`config.mk`:
```
export PLATFORM = sky130hd
export DESIGN_NAME = key_debounce
export DESIGN_NICKNAME = d
export VERILOG_FILES = /design/src/rtl/key_pkg.sv /design/src/rtl/key_debounce_ch.sv /design/src/rtl/key_debounce.sv
export SDC_FILE = /design/constraint.sdc
export NUM_CORES = 1
export LEC_CHECK = 0
export ABC_AREA = 0
export ABC_CLOCK_PERIOD_IN_PS = 1500
export BUFFER_PORTS_ARGS = -buffer_cell sky130_fd_sc_hd__buf_2
export CAP_MARGIN = 40
export CORE_ASPECT_RATIO = 0.9
export CORE_MARGIN = 8
export CORE_UTILIZATION = 55
export CTS_BUF_LIST = sky130_fd_sc_hd__clkbuf_8
export DETAILED_ROUTE_END_ITERATION = 6
export PLACE_DENSITY = 0.77
export SYNTH_ARGS = -nofsm -noshare
export SYNTH_HDL_FRONTEND = slang
export SYNTH_SLANG_ARGS = --single-unit
```
`constraint.sdc`:
```
create_clock -name clk -period 1.5 [get_ports clk]
set_clock_uncertainty 0.05 [all_clocks]
set_input_delay 0.225 -clock clk [delete_from_list [all_inputs] [get_ports clk]]
set_output_delay 0.225 -clock clk [all_outputs]
set_load 0.01 [all_outputs]
```
`src/rtl/key_pkg.sv`:
```
// Shared types and defaults for the two-key debouncer.
// Optional long-press support is enabled with KEY_LONGPRESS_EN.
package key_pkg;

   typedef enum logic [1:0] {
      IDLE,
      PRESS_WAIT,
      PRESSED,
      RELEASE_WAIT
   } key_state_t;

   localparam int DEB_CYCLES_DEF  = 20;
   localparam int LONG_CYCLES_DEF = 1000;

endpackage

```
`src/rtl/key_debounce_ch.sv`:
```
// One debounce channel: 2-flop synchronizer, press/release FSM, counters.
// KEY_LONGPRESS_EN adds a saturating hold counter and long_p pulse.
module key_debounce_ch
   import key_pkg::*;
#(
   parameter int DEB_CYCLES  = DEB_CYCLES_DEF,
   parameter int LONG_CYCLES = LONG_CYCLES_DEF
) (
   input  logic clk,
   input  logic rst,
   input  logic key,
   output logic start,
`ifdef KEY_LONGPRESS_EN
   output logic long_p,
`endif
   output logic level
);

   if (DEB_CYCLES < 2 || LONG_CYCLES < 2) begin : g_bad_cfg
      $error("key_debounce_ch: cycle counts must be >= 2");
   end

   localparam int CW = $clog2(DEB_CYCLES + 1);
   localparam logic [CW-1:0] CNT_MAX  = CW'(DEB_CYCLES);
   localparam logic [CW-1:0] CNT_LAST = CW'(DEB_CYCLES - 1);

   logic [1:0]    sync;
   logic          synced;
   key_state_t    state;
   logic [CW-1:0] cnt;
   logic [CW-1:0] cnt_inc;
   logic          press_done;

   assign synced     = sync[1];
   assign cnt_inc    = (cnt == CNT_MAX) ? cnt : cnt + 1'b1;
   assign press_done = (state == PRESS_WAIT) && synced
                       && (cnt_inc == CNT_LAST);

   always_ff @(posedge clk) begin
      if (rst) begin
         sync  <= 2'b00;
         state <= IDLE;
         cnt   <= '0;
         start <= 1'b0;
         level <= 1'b0;
      end else begin
         sync  <= {sync[0], key};
         start <= 1'b0;
         unique case (state)
            IDLE: begin
               if (synced) begin
                  cnt   <= '0;
                  state <= PRESS_WAIT;
               end
            end
            PRESS_WAIT: begin
               if (!synced) begin
                  state <= IDLE;
               end else begin
                  cnt <= cnt_inc;
                  if (press_done) begin
                     state <= PRESSED;
                     start <= 1'b1;
                     level <= 1'b1;
                  end
               end
            end
            PRESSED: begin
               if (!synced) begin
                  cnt   <= '0;
                  state <= RELEASE_WAIT;
               end
            end
            RELEASE_WAIT: begin
               if (synced) begin
                  state <= PRESSED;
               end else begin
                  // the zero seen in PRESSED is the first of the run
                  cnt <= cnt_inc;
                  if (cnt_inc == CNT_LAST) begin
                     state <= IDLE;
                     level <= 1'b0;
                  end
               end
            end
            default: state <= IDLE;
         endcase
      end
   end

`ifdef KEY_LONGPRESS_EN
   localparam int HW = $clog2(LONG_CYCLES + 1);
   localparam logic [HW-1:0] HOLD_MAX  = HW'(LONG_CYCLES);
   localparam logic [HW-1:0] HOLD_LAST = HW'(LONG_CYCLES - 1);

   logic [HW-1:0] hold;
   logic [HW-1:0] hold_inc;

   assign hold_inc = (hold == HOLD_MAX) ? hold : hold + 1'b1;

   // bounce back from RELEASE_WAIT keeps the count: one pulse per press
   always_ff @(posedge clk) begin
      if (rst) begin
         hold   <= '0;
         long_p <= 1'b0;
      end else begin
         long_p <= 1'b0;
         if (press_done) begin
            hold <= '0;
         end else if (state == PRESSED || state == RELEASE_WAIT) begin
            hold <= hold_inc;
            if (hold != HOLD_MAX && hold_inc == HOLD_LAST) begin
               long_p <= 1'b1;
            end
         end
      end
   end
`endif

endmodule

```
`src/rtl/key_debounce.sv`:
```
// Two independent debounced push-button channels, {key2, key1}.
// KEY_LONGPRESS_EN adds the long_p long-press pulse outputs.
module key_debounce
   import key_pkg::*;
#(
   parameter int DEB_CYCLES  = DEB_CYCLES_DEF,
   parameter int LONG_CYCLES = LONG_CYCLES_DEF
) (
   input  logic       clk,
   input  logic       rst,
   input  logic       key1,
   input  logic       key2,
   output logic       start1,
   output logic       start2,
`ifdef KEY_LONGPRESS_EN
   output logic [1:0] long_p,
`endif
   output logic [1:0] level
);

   key_debounce_ch #(
      .DEB_CYCLES (DEB_CYCLES),
      .LONG_CYCLES(LONG_CYCLES)
   ) u_ch1 (
      .clk   (clk),
      .rst   (rst),
      .key   (key1),
      .start (start1),
`ifdef KEY_LONGPRESS_EN
      .long_p(long_p[0]),
`endif
      .level (level[0])
   );

   key_debounce_ch #(
      .DEB_CYCLES (DEB_CYCLES),
      .LONG_CYCLES(LONG_CYCLES)
   ) u_ch2 (
      .clk   (clk),
      .rst   (rst),
      .key   (key2),
      .start (start2),
`ifdef KEY_LONGPRESS_EN
      .long_p(long_p[1]),
`endif
      .level (level[1])
   );

endmodule

```
### Word level (Yosys, flattened, before mapping)

Index checks and enable logic that the tools add are counted.

| word-level totals | value |
|---|---|
| flip-flop bits (word level) | 22 |
| input bits | 4 |
| output and inout bits | 4 |
| logic and storage cells | 96 |

| operators by class | value |
|---|---|
| reductions and logical operators | 16 |
| eq/ne operators | 26 |
| $add $sub $neg | 2 |
| bitwise logic cells | 4 |
| muxes and demuxes | 38 |

Operators with widths:

| kind | number |
|---|---|
| 5-bit 2-to-1 mux | 10 |
| 5-bit case mux with 4 select lines | 2 |
| 2-bit 2-to-1 mux | 12 |
| 5-bit == test, second input constant | 4 |
| 2-bit by 1-bit != test with 1-bit output, second input constant | 8 |
| 2-bit case mux with 4 select lines | 2 |
| 4-bit AND reduction | 4 |
| 5-bit by 1-bit adder with 5-bit output, second input constant | 2 |
| 1-bit 2-to-1 mux | 10 |
| 5-bit AND reduction | 2 |
| 2-bit == test, second input constant | 4 |
| 2-bit != test, second input constant | 4 |
| 3-bit by 1-bit != test with 1-bit output, second input constant | 2 |
| 3-bit != test, second input constant | 2 |
| 3-bit OR reduction | 2 |
| 2-bit by 1-bit == test with 1-bit output, second input constant | 2 |
| 1-bit logical AND | 4 |
| 2-bit logical NOT | 2 |
| 1-bit inverter | 4 |
| 1-bit case mux with 2 select lines | 2 |
| 2-bit nonzero test | 2 |

### Depth between registers and ports, before layout

| depth | value |
|---|---|
| word-level depth | 7 |
| mapped depth | 6 |
| mapped depth without buffers | 6 |

### Modules after synthesis

Synthesis repeated with hierarchy kept, for this count alone.

| unflattened totals | value |
|---|---|
| cells, all modules | 142 |
| area total of the unflattened synthesis | 1233.7 sq um |

Modules (own cells, without submodules):

| module | area each (sq um) | cells each | times used |
|---|---|---|---|
| key_debounce_ch | 616.8 | 71 | 2 |

### Least setup slack after synthesis

OpenSTA, ideal clock, no wires.

| timing | value |
|---|---|
| path kind | register to register |
| from | register u_ch2.cnt[0] |
| to | register u_ch2.level |
| period minus slack after synthesis | 1.695 ns |
| required time | 1.333 ns |
| path slack | -0.195 ns |
| stages on the path, launching flop included | 7 |
| arrival | 1.527 ns |
| library setup time | 0.117 ns |
| buffers on the path | 0 |
| path through | dfxtp_1 > inv_1 > ha_1 > or3b_1 > a21oi_2 > o2111ai_1 > a32o_1 |

| on the way | value |
|---|---|
| word-level cells in the longest chain between the ends | 6 |
| elaborated cells between the ends (all ways) | 8 |

Ends and longest elaborated chain:

| what | RTL line | text |
|---|---|---|
| start: declaration | key_debounce_ch.sv:30 | `logic [CW-1:0] cnt;` |
| start signal: assignment | key_debounce_ch.sv:60 | `cnt <= cnt_inc;` |
| start signal: assignment | key_debounce_ch.sv:79 | `cnt <= cnt_inc;` |
| 5-bit by 1-bit adder with 5-bit output or 5-bit == test (tied branches) | key_debounce_ch.sv:35 | `assign cnt_inc = (cnt == CNT_MAX) ? cnt : cnt + 1'b1;` |
| 5-bit 2-to-1 mux * | key_debounce_ch.sv:35 |  |
| 5-bit == test * | key_debounce_ch.sv:37, key_debounce_ch.sv:80 |  |
| 1-bit logical AND | key_debounce_ch.sv:37 | `&& (cnt_inc == CNT_LAST);` |
| 2-bit by 1-bit != test with 1-bit output (no source line) | - |  |
| 5-bit AND reduction (no source line) * | - |  |
| end signal: assignment | key_debounce_ch.sv:45 | `level <= 1'b0;` |
| end signal: assignment | key_debounce_ch.sv:64 | `level <= 1'b1;` |
| end signal: assignment | key_debounce_ch.sv:82 | `level <= 1'b0;` |
| end: declaration | key_debounce_ch.sv:16 | `output logic level` |

Every way passes the cells marked *; elsewhere a longest branch is shown, timed or not.
A chain may end at the register's enable or synchronous reset.

### Worst setup path in the final report

Ends and elaborated chain as after synthesis.

==> run metrics <==
Syn Inst Count=134; YS warnings=0; sequential element share of the synthesized area=0.3843; top post-synthesis cells by area=sky130_fd_sc_hd__dfxtp_1, sky130_fd_sc_hd__ha_1, sky130_fd_sc_hd__a21oi_1, sky130_fd_sc_hd__nor2b_1, sky130_fd_sc_hd__nand3_1; buffers plus inverters on the worst setup path=1; remaining routing DRC violations=0; violated checks=setup timing; list of cells traversed by the critical path=inv_2, ha_4, or3b_4, a21oi_2, o2111ai_1, a32o_1; global-route congestion overflow total=0; number of clock sinks seen by CTS=22; Cell variety after synth=37; Crit path largest cell delay=0.40 ns; most area-hungry cell type in the Yosys netlist=sky130_fd_sc_hd__dfxtp_1; pre-CTS setup slack=-0.1099 ns; Vert. Die Dim=59.31 microns; number of vias per cell=5.858; standard cell with the maximum stage delay on the critical path=sky130_fd_sc_hd__or3b_4; fraction of layout instances using a drive strength above 1=0.3481; CTS H-tree lvls=1; clock edge transition at the registers on the reported setup and hold paths=0.08 ns; critical path data required time=1.61 ns; met2 track demand over resource in global routing=0.2232; maximum VDD drop=734.8 uV; final critical delay including setup and external delays=1.637 ns; status=finished with violations; synthesized net count=144; final weighted congestion of routability-driven global placement=0.8594; RSZ-0062 raised after global routing=true; leak pwr=0.5504 nW; clock tree from TritonCTS=done; number of antenna violations at the first check in global routing=0; total routed wirelength=2769 microns; flops & latches, synth=22; Power Total=1.194 mW; power density over the cells=813.2 nW/um^2; Area growth syn-to-layout=28.06%; Avg Cell Area, Syn=8.553 sq um; worst hold slack across all endpoints=0.1173 ns; number of vias after detailed routing=1072; final setup violating endpoints=4; Worst-Skew Late Latency=0.26 ns; Post-synth top flop=sky130_fd_sc_hd__dfxtp_1; cell chosen for the clock root=sky130_fd_sc_hd__clkbuf_8; netlist area before placement=1146 sq um; antenna diode count=0; crit end category=register; share of synthesized registers carrying an async set or reset=0; Final period util=1.092; Num CTS Buffers=3; Worst setup SP type=register; number of enable flip-flop cells after synthesis=0; clk buf depth=2; Floorplan Core Area=1952 sq um; number of nets in the layout=169; Worst Hold Class=primary input to register; area share of the largest cell type after synthesis=0.3843; number of global-route vias before repair=980; largest net degree at the start of global routing=14; width of the chip=64.12 microns; hold violation count in the final report=0; post-DP HPWL=1842 microns; Max Freq=0.6107 GHz; Initial DRC Count=29; worst relative slew slack=0.7124; number of nets still failing antenna checks after routing=0; area of the die=3803 sq um; pin slew with the least headroom to its limit=0.4300 ns; start-to-end type of the worst setup path=register to register; Top Usage Layer GRT=met2; GR Util met3=0.03025; number of rows in the core area=15; final core utilization=0.7519; initial standard-cell utilization of the core=0.5872; GR Util met1=0.1850; num ports=8; Final Max Tran Viols=0; gr usage total=0.1425; wire length of the first global-routing pass=4347 microns; Critical Path AT=1.75 ns; accumulated negative setup slack=-0.2305 ns; number of detailed-routing iterations run before antenna repair=4; kind of cell adding the most delay to the critical path=compound AO/OA/AOI/OAI gates; highest fanout seen on the critical path=3; Hold-fix buffers, CTS=0; min setup slack post-route=-0.1375 ns; average wire per standard cell=15.13 microns; input/output buffers=7; max-cap violation count=0
==> logic make-up after synthesis <==
| logic type | after synthesis | share of synthesized area |
|---|---|---|
| buffers and inverters | 13 | 0.05021 |
| adder cells (fa/ha/maj) | 6 | 0.06550 |
| multiplexers | 2 | 0.02183 |
| AND/OR/NAND/NOR | 55 | 0.2675 |
| XOR/XNOR | 5 | 0.03822 |
| flip-flops | 22 | 0.3843 |
| AO/OA/AOI/OAI | 31 | 0.1725 |
==> layout make-up <==
| cell class | count | area, sq um |
|---|---|---|
| Tap cell | 25 | 31.28 |
| Inverter | 7 | 26.28 |
| Clock buffer | 3 | 41.29 |
| Clock inverter | 1 | 30.03 |
| Fill cell | 155 | 484.2 |
| Sequential cell | 22 | 446.7 |
| Multi-Input combinational cell | 99 | 714.4 |
| Timing Repair Buffer | 26 | 177.7 |
==> worst paths after layout <==
check | slack [ns] | from | cells after the start | endpoint
max | -0.14 | u_ch2.cnt[0] | 6 | u_ch2.level
min reg2reg | 0.40 | u_ch1.sync[0] | 1 | u_ch1.sync[1]
max reg2reg | -0.14 | u_ch2.cnt[0] | 6 | u_ch2.level
min | 0.12 | key2 | 2 | u_ch2.sync[0]
==> sequential cells by signal, indices dropped and copies added, names as in the netlist, named ones only <==
name and count:
u_ch1.cnt 5, u_ch2.cnt 5, u_ch1.start 1, u_ch1.state 1, u_ch2.state 1, u_ch1.sync 2
u_ch1.level 1, u_ch2.sync 2, u_ch2.level 1, u_ch2.start 1
==> worst register-to-register path: stages, from the launching register on <==
cell                        delay (ns)
sky130_fd_sc_hd__dfxtp_2          0.34
sky130_fd_sc_hd__inv_2            0.05
sky130_fd_sc_hd__ha_4             0.15
sky130_fd_sc_hd__or3b_4           0.40
sky130_fd_sc_hd__a21oi_2          0.16
sky130_fd_sc_hd__o2111ai_1        0.13
sky130_fd_sc_hd__a32o_1           0.25
==> synthesized netlist by cell type (all sizes together), types with 2 or more instances <==
library cell,instances
dfxtp,22
and4b,2
nand2,10
xnor2,2
a211oi,2
xor2,3
o2111ai,2
clkbuf,2
and2,6
o21ai,6
and3,2
nor2b,8
a21oi,14
nand4,2
nand3,9
ha,6
inv,7
nor2,6
buf,4
nor3,5
==> report_power, final <==
| group | switching [mW] | internal, mW |
|---|---|---|
| clock | 0.195 | 0.357 |
| combinational | 0.0259 | 0.0200 |
| sequential | 0.00553 | 0.590 |
==> metal layers <==
metal  part of all wire  up-vias  wire length [microns]
li1                   -      522                      -
met1               0.46      510                   1272
met2               0.47       31                   1304
met3              0.049        9                    137
met4              0.020        0                     55
met5                  0        -                      0
==> per-stage QoR <==
step	cells	instance area, sq um
floorplan	134	1164
global placement	177	1326
detailed placement	177	1326
CTS	182	1421
global route	183	1468
finish	183	1468
==> layout by cell type, fill, tap and decap left out, types with 3 or more instances in the layout <==
| cell type | synthesis | layout |
|---|---|---|
| sky130_fd_sc_hd__dfxtp_2 | 0 | 5 |
| sky130_fd_sc_hd__dfxtp_1 | 22 | 17 |
| sky130_fd_sc_hd__clkbuf_8 | 0 | 3 |
| sky130_fd_sc_hd__ha_2 | 0 | 3 |
| sky130_fd_sc_hd__and2_1 | 6 | 6 |
| sky130_fd_sc_hd__nor3_1 | 5 | 4 |
| sky130_fd_sc_hd__o21ai_1 | 6 | 6 |
| sky130_fd_sc_hd__inv_1 | 7 | 3 |
| sky130_fd_sc_hd__nand3_1 | 9 | 7 |
| sky130_fd_sc_hd__nand2_1 | 10 | 10 |
| sky130_fd_sc_hd__nor2b_1 | 8 | 7 |
| sky130_fd_sc_hd__a21oi_1 | 13 | 13 |
| sky130_fd_sc_hd__buf_4 | 2 | 19 |
| sky130_fd_sc_hd__nor2_1 | 6 | 5 |
| sky130_fd_sc_hd__buf_2 | 1 | 7 |
| sky130_fd_sc_hd__inv_2 | 0 | 4 |
==> timing repair <==
item                       CTS  global route
setup buffers                1             1
setup endpoints to repair    7             8
hold endpoints to repair     0             0
pin swaps                    6             2
resized for setup            6            11
gates cloned                 0             0
No activity file was read; power rests on OpenSTA's default activity.
